File: config.mk
export PLATFORM = sky130hd
export DESIGN_NAME = traffic_light_monitor
export DESIGN_NICKNAME = d
export VERILOG_FILES = /design/src/rtl/traffic_light_monitor_pkg.sv /design/src/rtl/traffic_light_monitor_light_track.sv /design/src/rtl/traffic_light_monitor.sv
export SDC_FILE = /design/constraint.sdc
export NUM_CORES = 1
export LEC_CHECK = 0
export CORE_AREA = 2 2 84 86
export DETAILED_ROUTE_END_ITERATION = 10
export DIE_AREA = 0 0 86 88
export SETUP_SLACK_MARGIN = 0.05
export SLEW_MARGIN = 20
export SYNTH_ARGS = -nofsm -noshare
export SYNTH_HDL_FRONTEND = slang
export SYNTH_SLANG_ARGS = --single-unit
File: constraint.sdc
create_clock -name clk -period 7 [get_ports clk]
set_input_delay 0.7 -clock clk [delete_from_list [all_inputs] [get_ports clk]]
set_output_delay 0.7 -clock clk [all_outputs]
set_load 0.03 [all_outputs]
File: src/rtl/traffic_light_monitor_pkg.sv
// Shared definitions for the traffic light monitor: lamp encodings, fault codes,
// direction indices, FSM state type and small helper functions.
package traffic_light_monitor_pkg;

    localparam logic [2:0] GREEN  = 3'b001;
    localparam logic [2:0] YELLOW = 3'b010;
    localparam logic [2:0] RED    = 3'b100;

    localparam logic [2:0] FC_NONE        = 3'd0;
    localparam logic [2:0] FC_ENCODING    = 3'd1;
    localparam logic [2:0] FC_CONFLICT    = 3'd2;
    localparam logic [2:0] FC_TRANSITION  = 3'd3;
    localparam logic [2:0] FC_YEL_SHORT   = 3'd4;
    localparam logic [2:0] FC_GRN_TIMEOUT = 3'd5;

    localparam logic [1:0] DIR_N = 2'd0;
    localparam logic [1:0] DIR_S = 2'd1;
    localparam logic [1:0] DIR_E = 2'd2;
    localparam logic [1:0] DIR_W = 2'd3;

    localparam int NUM_DIRS = 4;
    localparam int CNT_W    = 5;
    localparam logic [CNT_W-1:0] CNT_ONE = 5'd1;
    localparam logic [CNT_W-1:0] CNT_MAX = 5'd31;

    typedef enum logic [1:0] {
        ST_INIT  = 2'd0,
        ST_RUN   = 2'd1,
        ST_FAULT = 2'd2
    } state_t;

    function automatic logic [CNT_W-1:0] sat_inc(input logic [CNT_W-1:0] v);
        return (v == CNT_MAX) ? v : v + CNT_ONE;
    endfunction

    // Index of the lowest set bit; callers only use it when some bit is set.
    function automatic logic [1:0] lowest_dir(input logic [NUM_DIRS-1:0] v);
        logic [1:0] r;
        r = DIR_N;
        for (int i = NUM_DIRS - 1; i >= 0; i--) begin
            if (v[i]) r = 2'(i);
        end
        return r;
    endfunction

endpackage

File: src/rtl/traffic_light_monitor_light_track.sv
// Per-direction tracker: remembers the previous lamp and how long it has been held,
// and flags encoding, transition, yellow-short and green-timeout violations.
module light_track
    import traffic_light_monitor_pkg::*;
#(
    parameter int YEL_MIN = 5,
    parameter int GRN_MAX = 11
) (
    input  logic       clk,
    input  logic       rst,
    input  logic       i_init,
    input  logic       i_run,
    input  logic       i_override,
    input  logic [2:0] i_light,
    output logic       o_enc_err,
    output logic       o_trans_err,
    output logic       o_yel_short,
    output logic       o_grn_timeout,
    output logic       o_non_red
);

    logic [2:0]       r_prev;
    logic [CNT_W-1:0] r_cnt;
    logic             w_same;
    logic [CNT_W-1:0] w_cnt_next;

    always_comb begin
        w_same     = (i_light == r_prev);
        w_cnt_next = w_same ? sat_inc(r_cnt) : CNT_ONE;

        o_non_red = (i_light != RED);
        o_enc_err = !((i_light == GREEN) || (i_light == YELLOW) || (i_light == RED));

        o_trans_err = !i_override &&
                      (((r_prev == GREEN)  && (i_light == RED))    ||
                       ((r_prev == RED)    && (i_light == YELLOW)) ||
                       ((r_prev == YELLOW) && (i_light == GREEN)));

        // r_cnt is the number of consecutive yellow samples seen before this red one.
        o_yel_short = !i_override && (r_prev == YELLOW) && (i_light == RED) &&
                      (int'(r_cnt) < YEL_MIN);

        // The count including the current sample is what must not exceed the limit.
        o_grn_timeout = !i_override && (GRN_MAX > 0) && (i_light == GREEN) &&
                        (int'(w_cnt_next) > GRN_MAX);
    end

    always_ff @(posedge clk) begin
        if (!rst) begin
            r_prev <= RED;
            r_cnt  <= CNT_ONE;
        end else if (i_init) begin
            r_prev <= i_light;
            r_cnt  <= CNT_ONE;
        end else if (i_run) begin
            r_prev <= i_light;
            r_cnt  <= i_override ? CNT_ONE : w_cnt_next;
        end
    end

endmodule

File: src/rtl/traffic_light_monitor.sv
// Traffic light safety monitor: watches four lamp drives, latches the first
// violation with its code and direction, and requests all-red flash until cleared.
module traffic_light_monitor
    import traffic_light_monitor_pkg::*;
#(
    parameter int YEL_MIN = 5,
    parameter int GRN_MAX = 11
) (
    input  logic       clk,
    input  logic       rst,
    input  logic [2:0] n_lights,
    input  logic [2:0] s_lights,
    input  logic [2:0] e_lights,
    input  logic [2:0] w_lights,
    input  logic       override,
    input  logic       clear,
    output logic       fault,
    output logic [2:0] fault_code,
    output logic [1:0] fault_dir,
    output logic       flash_mode
);

    state_t     r_state;
    logic       r_fault;
    logic [2:0] r_code;
    logic [1:0] r_dir;

    state_t     w_state_next;
    logic       w_fault_next;
    logic [2:0] w_code_next;
    logic [1:0] w_dir_next;

    logic [2:0]          w_light [NUM_DIRS];
    logic [NUM_DIRS-1:0] w_enc;
    logic [NUM_DIRS-1:0] w_trans;
    logic [NUM_DIRS-1:0] w_ysh;
    logic [NUM_DIRS-1:0] w_gto;
    logic [NUM_DIRS-1:0] w_non_red;
    logic                w_conflict;
    logic                w_init;
    logic                w_run;
    logic [2:0]          w_det_code;
    logic [1:0]          w_det_dir;

    assign w_light[DIR_N] = n_lights;
    assign w_light[DIR_S] = s_lights;
    assign w_light[DIR_E] = e_lights;
    assign w_light[DIR_W] = w_lights;

    assign w_init = (r_state == ST_INIT);
    assign w_run  = (r_state == ST_RUN);

    for (genvar g = 0; g < NUM_DIRS; g++) begin : g_track
        light_track #(
            .YEL_MIN(YEL_MIN),
            .GRN_MAX(GRN_MAX)
        ) u_track (
            .clk          (clk),
            .rst          (rst),
            .i_init       (w_init),
            .i_run        (w_run),
            .i_override   (override),
            .i_light      (w_light[g]),
            .o_enc_err    (w_enc[g]),
            .o_trans_err  (w_trans[g]),
            .o_yel_short  (w_ysh[g]),
            .o_grn_timeout(w_gto[g]),
            .o_non_red    (w_non_red[g])
        );
    end

    assign w_conflict = ($countones(w_non_red) > 1);

    // Lowest fault code wins; within a code the lowest-index direction is reported.
    always_comb begin
        w_det_code = FC_NONE;
        w_det_dir  = DIR_N;
        if (|w_enc) begin
            w_det_code = FC_ENCODING;
            w_det_dir  = lowest_dir(w_enc);
        end else if (w_conflict) begin
            w_det_code = FC_CONFLICT;
            w_det_dir  = lowest_dir(w_non_red);
        end else if (|w_trans) begin
            w_det_code = FC_TRANSITION;
            w_det_dir  = lowest_dir(w_trans);
        end else if (|w_ysh) begin
            w_det_code = FC_YEL_SHORT;
            w_det_dir  = lowest_dir(w_ysh);
        end else if (|w_gto) begin
            w_det_code = FC_GRN_TIMEOUT;
            w_det_dir  = lowest_dir(w_gto);
        end
    end

    always_comb begin
        w_state_next = r_state;
        w_fault_next = r_fault;
        w_code_next  = r_code;
        w_dir_next   = r_dir;
        case (r_state)
            ST_INIT: begin
                w_state_next = ST_RUN;
            end
            ST_RUN: begin
                if (w_det_code != FC_NONE) begin
                    w_state_next = ST_FAULT;
                    w_fault_next = 1'b1;
                    w_code_next  = w_det_code;
                    w_dir_next   = w_det_dir;
                end
            end
            ST_FAULT: begin
                if (clear) begin
                    w_state_next = ST_INIT;
                    w_fault_next = 1'b0;
                    w_code_next  = FC_NONE;
                    w_dir_next   = DIR_N;
                end
            end
            default: begin
                w_state_next = ST_INIT;
                w_fault_next = 1'b0;
                w_code_next  = FC_NONE;
                w_dir_next   = DIR_N;
            end
        endcase
    end

    always_ff @(posedge clk) begin
        if (!rst) begin
            r_state <= ST_INIT;
            r_fault <= 1'b0;
            r_code  <= FC_NONE;
            r_dir   <= DIR_N;
        end else begin
            r_state <= w_state_next;
            r_fault <= w_fault_next;
            r_code  <= w_code_next;
            r_dir   <= w_dir_next;
        end
    end

    assign fault      = r_fault;
    assign fault_code = r_code;
    assign fault_dir  = r_dir;
    assign flash_mode = r_fault;

endmodule

Yosys cells after proc, flatten, opt, wreduce, memory -nomap -nowiden
Index checks and enable logic that the tools add are counted.
{ "word_totals": {"reg_bits": 40} }
{ "op_classes": {"addsub": 7, "magnitude_cmp": 9, "n_eq_ne": 40, "n_mux": 61, "bitwise_logic": 2, "reduce_logical": 67} }
{ "op_table": {"columns": ["op", "n"], "rows": [
  ["5-bit 2-to-1 mux", 12],
  ["2-bit 2-to-1 mux", 28],
  ["3-bit 2-to-1 mux", 15],
  ["1-bit logical AND", 36],
  ["3-bit by 1-bit == test with 1-bit output (second input constant)", 8],
  ["3-bit by 2-bit == test with 1-bit output (second input constant)", 8],
  ["3-bit == test (second input constant)", 8],
  ["5-bit by 1-bit adder with 5-bit output (second input constant)", 4],
  ["5-bit == test (second input constant)", 4],
  ["5-bit by 4-bit > comparator with 1-bit output (second input constant)", 4],
  ["5-bit by 3-bit less-than comparator with 1-bit output (second input constant)", 4],
  ["1-bit logical OR", 16],
  ["4-bit OR reduction", 4],
  ["3-bit == test", 4],
  ["3-bit inequality test (second input constant)", 4],
  ["2-bit one-hot mux with 3 select lines", 2],
  ["3-bit one-hot mux with 3 select lines", 1],
  ["1-bit zero test", 5],
  ["1-bit by 1-bit adder with 2-bit output", 2],
  ["2-bit inequality test (second input constant)", 2],
  ["2-bit by 2-bit adder with 3-bit output", 1],
  ["3-bit by 1-bit > comparator with 1-bit output (second input constant)", 1],
  ["1-bit one-hot mux with 3 select lines", 1],
  ["3-bit AND reduction", 1],
  ["other kinds (9)", 11]
]} }

Depth between registers and ports, before layout
{ "logic_depth": {"ltp_word": 16, "mapped_depth": 9, "ltp_nobuf": 8} }

Modules after synthesis
Synthesis repeated with hierarchy kept, for this count alone.
{ "hier_totals": {"cells_unflattened": 349, "hier_area_um2": 2895.3} }
{ "by_module_without_submodules": {"columns": ["module", "n_inst", "cells_per_inst", "area_each_um2", "seq_area_each_um2"], "rows": [
  ["light_track", 4, 68, 573.0, 160.2],
  ["traffic_light_monitor", 1, 77, 603.1, 160.2]
]} }

Worst setup path after synthesis
No wires, ideal clock.
{ "synth_timing": {"path_type": "input to register", "start": "in n_lights[0]", "end": "reg r_dir[1] (netlist: fault_dir[1])", "t_arrival_ps": 2769, "required_ps": 6930, "slack_ps": 4161, "cell_stages": 8, "n_path_buf": 1, "path_cell_list": "buf_2 -> or3b_2 -> fa_1 -> a21oi_1 -> a2111oi_0 -> a211o_1 -> nand3b_1 -> o2bb2ai_1"} }
{ "synth_between": {"elab_chain_cells": 13, "elab_cells_between_ends": 47, "cone_classes": "add/sub: 2; order compare: 2; eq/ne: 6; mux: 18; reduce/logical: 19"} }
{ "synth_rtl": {"columns": ["element", "line_no", "rtl"], "rows": [
  ["start, declared", "traffic_light_monitor.sv:11", "input logic [2:0] n_lights,"],
  ["3-bit == test", "traffic_light_monitor_light_track.sv:28", "w_same = (i_light == r_prev);"],
  ["5-bit 2-to-1 mux", "traffic_light_monitor_light_track.sv:29", "w_cnt_next = w_same ? sat_inc(r_cnt) : CNT_ONE;"],
  ["5-bit by 4-bit > comparator with 1-bit output", "traffic_light_monitor_light_track.sv:45", "(int'(w_cnt_next) > GRN_MAX);"],
  ["1-bit logical AND", "traffic_light_monitor_light_track.sv:44", "o_grn_timeout = !i_override && (GRN_MAX > 0) && (i_light == GREEN) &&"],
  ["4-bit OR reduction", "traffic_light_monitor.sv:90", "end else if (|w_gto) begin"],
  ["3-bit 2-to-1 mux", "traffic_light_monitor.sv:90", null],
  ["3-bit 2-to-1 mux", "traffic_light_monitor.sv:87", "end else if (|w_ysh) begin"],
  ["3-bit 2-to-1 mux", "traffic_light_monitor.sv:84", "end else if (|w_trans) begin"],
  ["3-bit 2-to-1 mux", "traffic_light_monitor.sv:81", "end else if (w_conflict) begin"],
  ["3-bit 2-to-1 mux", "traffic_light_monitor.sv:78", "if (|w_enc) begin"],
  ["3-bit nonzero test", "traffic_light_monitor.sv:106", "if (w_det_code != FC_NONE) begin"],
  ["2-bit inequality test (no line)", null, null],
  ["3-bit AND reduction (no line)", null, null],
  ["end signal, assigned", "traffic_light_monitor.sv:140", "r_dir <= w_dir_next;"],
  ["end, declared", "traffic_light_monitor.sv:26", "logic [1:0] r_dir;"]
]} }
Several ways; a longest one is shown, not always the timed one. The select of a mux whose other input is x is not followed.
A chain may end at the register's enable or synchronous reset.

Final worst setup path
{ "layout_timing": {"start": "in n_lights[2]", "end": "reg r_dir[1] (netlist: fault_dir[1])"} }
The elaborated chain is that of the path after synthesis.

==> impl_metrics.toml <==
[grt]
grt_usage_pct = 19.9
globalRoute.totalOverflow = 0
grt_pass1_wl_um = 12000
grt_pass1_vias = 2355
grt_start_max_net_pins = 28
antenna_found_initial = 0

[power_and_ir_drop]
p_per_area_nw_per_um2 = 161
power.leakage_nw = 0.994
power_frac_seq_pct = 49.4
peakVddDrop_v = 0.000100
finalPower_mw = 0.509
p_switching_mw = 0.161
combPwrFrac_pct = 21.1
clock_power_share_pct = 29.5
p_sw_share_pct = 31.5
internal_power_mw = 0.349

[layout]
multi_input_area_um2 = 1910
regArea_um2 = 801
nFillCells = 648
final_net_count = 384
mostFrequentLayoutCell = "dfxtp_1"
layout_common_cells = "dfxtp_1 (40), a21oi_1 (30), nand2_1 (28)"
antennaDiodeCount = 0
syn_to_final_growth_pct = 8.02
drive_gt1_share_pct = 7.99
final_area_um2 = 3170
final_core_util_pct = 47.7

[min_path]
hold_class = "reg2reg"

[clock_network]
cts.htree.levels = 2
cts_tree = "yes"
cts_buffers = 5
hold_buffers = 0
cts.sinks = 40
root_buffer = "clkbuf_8"
cts_max_path_buffers = 2
post_cts_resized = 0
cts_setup_buffers = 0
path_clk_slew_ps = 80
clk_latency_ps = 290

[routing]
routed_via_density = 6.05
drc = 0
drtIter0Drc = 147
ant_nets = 0
drt_pre_antenna_iters = 4
vias = 2680
wl_per_cell_um = 16.0
routed_wl_um = 7080

[timing]
fmax_mhz = 317
slew_viol_final = 0
slew_headroom_pct = 36.7
worst_pin_slew_ps = 949
fin_skew_ps = 5.02
post-route-min-period_ps = 3150
setup_ws_ps = 3850
setup_tns_ps = 0
post-route-period-util_pct = 45.1
hold_viol = 0
setup_viol = 0
grt_setup_unrepaired = "false"

[run]
maxCapViolCount = 0

[synthesis]
async_flop_share_pct = 0
synth_nets = 380
synth_flop_cell = "dfxtp_1"
synth_area_leaders = "dfxtp_1 (27%), a21oi_1 (5.1%), o21ai_0 (4.3%), mux2i_1 (4.1%), nand4_1 (3.6%)"
ys_types = 67
postSynthAreaPerCell_um2 = 8.17
yosysWarnings = 0
netlist_area_um2 = 2930
synth_top_area_cell = "dfxtp_1"
synth_seq_cells = 40
synth-edff-count = 0
yosysTopAreaCellShare_pct = 27.3
syn_inst = 359
ys_seq_area_share_pct = 27.3

[place]
post-place-ws_ps = 3580
gp_congestion = 0.860
dp_hpwl_um = 5080
port_buffers = 22
place_area_um2 = 3090

[status]
status = "complete, no violations"

[floorplanning]
die_h_um = 88
die_w_um = 86
ios = 23
start_util_pct = 44.1
rows = 30
die-area_um2 = 7570
core_um2 = 6640

[setup_path]
crit_fanout = 8
required_ps = 7230
critPathArrivalTime_ps = 3380
crit_path_start_kind = "input port"
crit_type = "in2reg"
end_kind = "register"
cell usage after synthesis (all sizes together) (3+ instances only):
library cell,n
nand4b,3
or3b,3
a211oi,7
mux2i,12
nand3,20
a41oi,5
nor3b,6
nor2b,10
o21ai,29
inv,8
xor2,8
a21oi,31
dfxtp,40
a21boi,4
nor2,20
and2,5
and3,3
xnor2,7
nand4,18
nor4b,5
nand2,28
a31oi,9
ha,4
nor3,15
clkbuf,19
buf,9
power by group through the flow:
| stage | combinational, mW | sequential [mW] | clock, mW |
|---|---|---|---|
| after floorplan | 0.0842 | 0.252 | 0 |
| after global placement | 0.106 | 0.257 | 0 |
| after detailed placement | 0.107 | 0.257 | 0 |
| after CTS | 0.107 | 0.252 | 0.156 |
| after global routing | 0.119 | 0.254 | 0.166 |
| final | 0.107 | 0.252 | 0.150 |
worst max-delay path, stage by stage:
cell	delay, ps
clkdlybuf4s50_1	610
or3b_2	540
fa_1	630
a21oi_1	150
a2111oi_0	390
a211o_1	140
nand3b_1	70
o2bb2ai_1	150
layer usage:
| layer | global-route usage (%) | vias up | wire (µm) |
|---|---|---|---|
| met2 | 29.8 | 61 | 3110 |
| met4 | 6.20 | 0 | 114 |
| met1 | 28.9 | 1263 | 3590 |
| met5 | 0 | - | 0 |
| met3 | 3.58 | 10 | 266 |
| li1 | - | 1346 | - |
state kept, by name, indices dropped and copies added, names as in the netlist:
| name | count |
|---|---|
| r_state | 2 |
| fault_code | 3 |
| g_track.u_track.r_cnt | 20 |
| fault_dir | 2 |
| g_track.u_track.r_prev | 12 |
| fault | 1 |
metrics by stage:
step | hold WS [ps] | cells
4_1_cts | 472 | 443
2_1_floorplan | 467 | 359
3_5_place_dp | 453 | 436
6_report | 469 | 443
5_1_grt | 489 | 443
3_3_place_gp | 438 | 436
cell families (layout without fill, tap and decap cells):
kind of cell    count (synthesis)  in the layout  synth area share, %
compound gates                104            104                 24.1
buf+inv                        36             40                 7.47
xor+xnor                       15             15                 4.48
flops                          40             40                 27.3
simple gates                  147            147                 30.2
fa+ha+maj                       5              5                 2.39
mux                            12             12                 4.10
area by class of cell:
| cell class | instances | share of cell area (%) |
|---|---|---|
| multi-input cells | 283 | 60.4 |
| flip-flops and latches | 40 | 25.3 |
| clock buffers | 5 | 2.17 |
| well taps | 80 | 3.16 |
| clock inverters | 2 | 0.395 |
| inverters | 8 | 0.948 |
| repair buffers | 25 | 7.66 |
path summary, 6_finish.rpt:
path | slack, ps | endpoint | cells after the start | start
setup reg to reg | 4720 | fault_code[0] | 8 | g_track[2].u_track.r_cnt[0]
hold reg to reg | 470 | fault_code[1] | 1 | fault_code[1]
hold / removal | 470 | fault_code[1] | 1 | fault_code[1]
setup / recovery | 3850 | fault_dir[1] | 8 | n_lights[2]
(Power assumes the default switching activity.)
